**config.mk**
```make
export PLATFORM = sky130hd
export DESIGN_NAME = fb_scanout
export DESIGN_NICKNAME = d
export VERILOG_FILES = /design/src/rtl/fb_scanout.sv
export SDC_FILE = /design/constraint.sdc
export NUM_CORES = 1
export LEC_CHECK = 0
export CAP_MARGIN = 20
export CORE_ASPECT_RATIO = 1.2
export CORE_MARGIN = 2
export CORE_UTILIZATION = 48
export CTS_CLUSTER_SIZE = 8
export DETAILED_ROUTE_END_ITERATION = 8
export DONT_BUFFER_PORTS = 1
export GPL_ROUTABILITY_DRIVEN = 0
export PLACE_DENSITY_LB_ADDON = 0.25
export SETUP_SLACK_MARGIN = 0.5
export SLEW_MARGIN = 5
export SYNTH_ARGS = -nofsm -noshare
export SYNTH_HDL_FRONTEND = slang
export SYNTH_SLANG_ARGS = --single-unit
```
**constraint.sdc**
```tcl
create_clock -name clk -period 6.5 [get_ports clk]
set_input_delay 0.65 -clock clk [delete_from_list [all_inputs] [get_ports clk]]
set_output_delay 0.65 -clock clk [all_outputs]
set_load 0.03 [all_outputs]
```
**src/rtl/fb_scanout.sv**
```systemverilog
// fb_scanout: reads a frame buffer out of word memory into a pixel FIFO, sharing the memory port with host writes
module fb_scanout #(
    parameter int FRAME_WORDS = 4800,
    parameter int BASE_ADDR   = 0,
    parameter int FIFO_DEPTH  = 4
) (
    input  logic        clk,
    input  logic        rst,
    input  logic        enable,
    output logic [15:0] mem_addr,
    output logic [3:0]  mem_we,
    output logic [15:0] mem_wdata,
    input  logic [15:0] mem_rdata,
    input  logic        wr_valid,
    output logic        wr_ready,
    input  logic [15:0] wr_addr,
    input  logic [15:0] wr_data,
    input  logic [3:0]  wr_mask,
    output logic        px_valid,
    input  logic        px_ready,
    output logic [15:0] px_data,
    output logic        px_sof
);
    localparam int AW = $clog2(FIFO_DEPTH);
    localparam logic [15:0] FIRST = 16'(BASE_ADDR);
    localparam logic [15:0] LAST = 16'(BASE_ADDR + FRAME_WORDS - 1);
    localparam logic [AW:0] DEPTH = (AW+1)'(FIFO_DEPTH);
    localparam logic [AW:0] TWO = (AW+1)'(2);

    typedef enum logic {IDLE, RUN} state_t;

    state_t        state_q, state_d;
    logic [15:0]   ptr_q, ptr_d;
    logic          fly_q, fly_d;
    logic          fly_sof_q, fly_sof_d;
    logic [AW-1:0] rp_q, rp_d, wp_q, wp_d;
    logic [AW:0]   cnt_q, cnt_d;
    logic [15:0]   fifo_data_q [FIFO_DEPTH];
    logic          fifo_sof_q [FIFO_DEPTH];
    logic [AW:0]   credits;
    logic          wr_go, rd_go, flush, pop;

    // Memory port arbitration: a write needs two spare credits while running so reads keep flowing
    always_comb begin
        credits   = cnt_q + (AW+1)'(fly_q);
        wr_go     = wr_valid && (state_q == IDLE || credits >= TWO);
        rd_go     = !wr_go && state_q == RUN && credits < DEPTH;
        wr_ready  = wr_go;
        mem_addr  = wr_go ? wr_addr : (rd_go ? ptr_q : '0);
        mem_we    = wr_go ? wr_mask : '0;
        mem_wdata = wr_go ? wr_data : '0;
        px_valid  = cnt_q != '0;
        px_data   = px_valid ? fifo_data_q[rp_q] : '0;
        px_sof    = px_valid && fifo_sof_q[rp_q];
        pop       = px_valid && px_ready;
    end

    // Next state: leaving RUN flushes the FIFO, drops the pending read and rewinds the pointer
    always_comb begin
        state_d   = enable ? RUN : IDLE;
        flush     = state_q == RUN && !enable;
        ptr_d     = flush ? FIRST : (rd_go ? (ptr_q == LAST ? FIRST : ptr_q + 16'd1) : ptr_q);
        fly_d     = rd_go && !flush;
        fly_sof_d = ptr_q == FIRST;
        rp_d      = flush ? '0 : rp_q + AW'(pop);
        wp_d      = flush ? '0 : wp_q + AW'(fly_q);
        cnt_d     = flush ? '0 : cnt_q + (AW+1)'(fly_q) - (AW+1)'(pop);
    end

    // Control state registers
    always_ff @(posedge clk or posedge rst) begin
        if (rst) begin
            state_q   <= IDLE;
            ptr_q     <= FIRST;
            fly_q     <= 1'b0;
            fly_sof_q <= 1'b0;
            rp_q      <= '0;
            wp_q      <= '0;
            cnt_q     <= '0;
        end else begin
            state_q   <= state_d;
            ptr_q     <= ptr_d;
            fly_q     <= fly_d;
            fly_sof_q <= fly_sof_d;
            rp_q      <= rp_d;
            wp_q      <= wp_d;
            cnt_q     <= cnt_d;
        end
    end

    // FIFO storage: read data lands one cycle after its address; contents are gated by px_valid
    always_ff @(posedge clk) begin
        if (fly_q && !flush) begin
            fifo_data_q[wp_q] <= mem_rdata;
            fifo_sof_q[wp_q]  <= fly_sof_q;
        end
    end
endmodule

```
==> results.md <==
- Delay-heaviest family, CP: compound AO/OA/AOI/OAI gates
- Internal: 1.10 mW
- First-pass GRT wire length: 12900 um
- Final period util: 51.9%
- VDD IR max: 0.114 mV
- Comb power frac: 35.7%
- Worst-margin pin slew: 1.01 ns
- Max_cap viols: 0
- Post_cts resized: 0
- Ys async rst share: 27.7%
- Fraction of layout cells with a size suffix above 1: 17.5%
- Leakage: 1.69 nW
- # diodes: 0
- Endpoints failing setup: 0
- HPWL Detailed: 5430 um
- Setup crit end kind: output port
- Sequential area share after synthesis: 60.5%
- Fill cells: 784
- Synth top area share: 45.9%
- Mux cell area share after synthesis: 8.86%
- Synth cell types: 48
- Die Y: 109 um
- Worst Skew: 0.00946 ns
- Post-CTS Setup Bufs: 0
- Post-Syn Area: 4450 um2
- Cell Rows: 38
- Setup TNS: 0 ns
- Min cycle time layout: 3.37 ns
- Total track usage: 17.0%
- Sequential power share: 43.2%
- Post-Synth Simple-Gate Area: 14.6%
- Pins over their slew limit: 0
- Final Power: 1.81 mW
- Clock share of power: 21.1%
- Layout Cells excl Fill: 429
- Worst Path Max Fanout: 37
- Startpoint types: register
- Starting Density: 49.3%
- Post-synth top area cell: edfxtp_1
- Max transition margin: 32.6%
- Mapped Cells: 306
- Syn Nets: 371
- Dpl cells: 412
- CTS tree: yes
- Core area: 9030 um2
- Main synth FF type: edfxtp_1
- Avg Synthesized Cell Area: 14.5 um2
- Post-Synth Adder-Cell Area: 2.25%
- Worst-Skew Late Latency: 0.35 ns
- Net Switching: 707 uW
- Fmax: 0.296 GHz
- Post-route ant nets: 0
- WP data required: 5.85 ns
- Via-to-Cell Ratio: 6.03
- Synth Register Bits: 94
- TritonCTS Buffers: 9
- Yosys Warn Count: 0
- Area Growth Syn to Fin: 6.69%
- CTS Buffer Depth: 2
- Pwr dens: 381 nW/um2
- Cell mode on critical path: ha_1
- Final wirelength: 8210 um
- Clock sinks: 94
- Initial antenna violation count: 0
- Worst-path cell chain: ha_1 > ha_1 > xnor2_1 > a31oi_4 > and2_1
- Pin count of the biggest net entering global routing: 38
- GR Overflow Total: 0
- Num ports: 112
- Critical Setup Path Class: reg -> out
- Arr. time, crit path: 2.72 ns
- Switch share: 39.0%
- Synth Area in XOR/XNOR: 0.787%
- IO buf count: 0
- Slowest stage cell, crit path: a31oi_4
- H-Tree Depth: 3
- Nets: 369
- Root buf cell: clkbuf_8
- Hold Path Class: in -> async
- Routed WL per cell: 19.1 um
- Synth Area in Compound Gates: 8.55%
- Number of detailed-route iterations in the first pass: 4
- Number of global-route vias before repair: 2503
- Top post-synthesis cells by area: edfxtp_1 46%, dfrtp_1 15%, mux4_2 8.6%
- Vias: 2588
- Worst path max stage delay: 0.88 ns
- Worst path buffer plus inverter count: 0
- Hold buffers post-CTS: 0
- Main combinational cell family by area after synthesis: simple AND/OR/NAND/NOR gates
- DIE WIDTH: 91.9 um
- Clock transition at path regs: 0.09 ns
- Die area: 10100 um2
- Status: finished, final reports clean
- Residual DRC: 0
- RSZ-0062 raised after global routing: no
- Post-synth EDFFs: 68
- Iteration-0 DRC Markers: 95
- Final Hold Viols: 0
## power groups by stage
| stage | Combinational, mW | Sequential [mW] | Clock (mW) |
|---|---|---|---|
| after floorplan | 0.588 | 0.759 | 0 |
| after global placement | 0.648 | 0.795 | 0 |
| after detailed placement | 0.656 | 0.797 | 0 |
| after CTS | 0.657 | 0.785 | 0.396 |
| after global routing | 0.698 | 0.793 | 0.416 |
| final | 0.646 | 0.783 | 0.381 |
## worst register-to-register path: cells and delay by family, from the launching register on
family | cells | cell delay [ns]
and+or+nand+nor | 2 | 1.47
xor gates and xnor gates | 1 | 0.46
DFF | 1 | 0.42
adders and majority gates | 2 | 0.39
AOI/OAI and AO/OA | 1 | 0.19
## synthesized netlist by cell type (2+ instances only)
| master | instances |
|---|---|
| edfxtp_1 | 68 |
| dfrtp_1 | 26 |
| and2_1 | 24 |
| a22o_1 | 20 |
| nor2b_1 | 20 |
| mux4_2 | 17 |
| inv_1 | 13 |
| nor2_1 | 9 |
| clkbuf_1 | 8 |
| ha_1 | 8 |
| nor3_1 | 8 |
| nand3_1 | 7 |
| nor4_1 | 7 |
| clkbuf_8 | 6 |
| nand4_1 | 5 |
| o31ai_1 | 5 |
| a21boi_0 | 4 |
| a21o_1 | 4 |
| nand2_1 | 4 |
| xnor2_1 | 4 |
| a221o_1 | 3 |
| o311ai_0 | 3 |
| and4_1 | 2 |
| buf_2 | 2 |
| buf_6 | 2 |
| nor3b_1 | 2 |
| nor4b_1 | 2 |
| or3b_2 | 2 |
| or4_1 | 2 |
## layout by cell type, fill, tap and decap left out, types with 2 or more instances in the layout
cell,instances
nor4_1,7
nor3_1,6
nand4_1,5
and4_1,2
a21o_1,4
or3b_2,2
inv_6,2
xnor2_1,4
a21boi_0,4
nor4b_1,2
o31ai_1,5
nor2_1,9
nor3_2,2
dfrtp_1,26
nand2_1,4
a22o_1,20
clkbuf_8,9
o311ai_0,3
nand3_1,7
or4_1,2
edfxtp_1,68
buf_4,5
nor2b_1,20
a221o_1,3
nor3b_2,2
inv_1,13
mux4_2,17
ha_1,8
and2_1,24
## cell type report
class	instances	area (um2)	area share, %
clock buffers	10	128	2.69
clock inverters	6	68.8	1.45
inverters	13	48.8	1.03
multi-input cells	180	1600	33.6
flip-flops and latches	94	2690	56.7
well taps	120	150	3.16
repair buffers	6	65.1	1.37
## per-stage QoR
| stage | worst slack, ns | area, um2 | hold slack [ns] | util (%) |
|---|---|---|---|---|
| 2_1_floorplan | 3.58 | 4450 | 0.455 | - |
| 3_3_place_gp | 3.57 | 4520 | 0.473 | 50.1 |
| 3_5_place_dp | 3.46 | 4520 | 0.492 | 50.1 |
| 4_1_cts | 3.09 | 4720 | 0.299 | 52.3 |
| 5_1_grt | 2.92 | 4750 | 0.0973 | 52.6 |
| 6_report | 3.13 | 4750 | 0.110 | 52.6 |
## flip-flops by register name, indices dropped and copies added (netlist names)
name,flops
fifo_data_q,64
cnt_q,3
fly_q,1
state_q,1
rp_q,2
wp_q,2
ptr_q,16
fifo_sof_q,4
fly_sof_q,1
## cell families (layout without fill, tap and decap cells)
group / after synthesis / after routing
xor gates and xnor gates: 4 / 4
and+or+nand+nor: 104 / 104
muxes: 18 / 18
DFF: 94 / 94
adders and majority gates: 8 / 8
buffers and inverters: 32 / 35
AOI/OAI and AO/OA: 46 / 46
## layer usage
metal  vias up  GRT usage, %  wire length [um]
met1      1314          19.9              3280
met5         -             0                 0
met2        84          30.1              4340
met3        10          5.07               506
li1       1180             -                 -
met4         0          5.65                75
## worst paths after layout
path / cells after the start / slack, ns / to / startpoint
setup reg to reg: 6 / 3.50 / ptr_q[5]$_DFFE_PP0P_ / fly_q$_DFF_PP0_
max in group asynchronous: 2 / 5.97 / cnt_q[1]$_DFF_PP0_ / rst
hold / removal: 1 / 0.11 / ptr_q[11]$_DFFE_PP0P_ / rst
setup / recovery: 5 / 3.13 / mem_wdata[10] / fly_q$_DFF_PP0_
hold reg to reg: 0 / 0.53 / fifo_sof_q[2]$_DFFE_PP_ / fly_sof_q$_DFF_PP0_
min in group clk: 0 / 0.32 / state_q$_DFF_PP0_ / enable
Note: power is estimated with default switching activity, not from simulation.
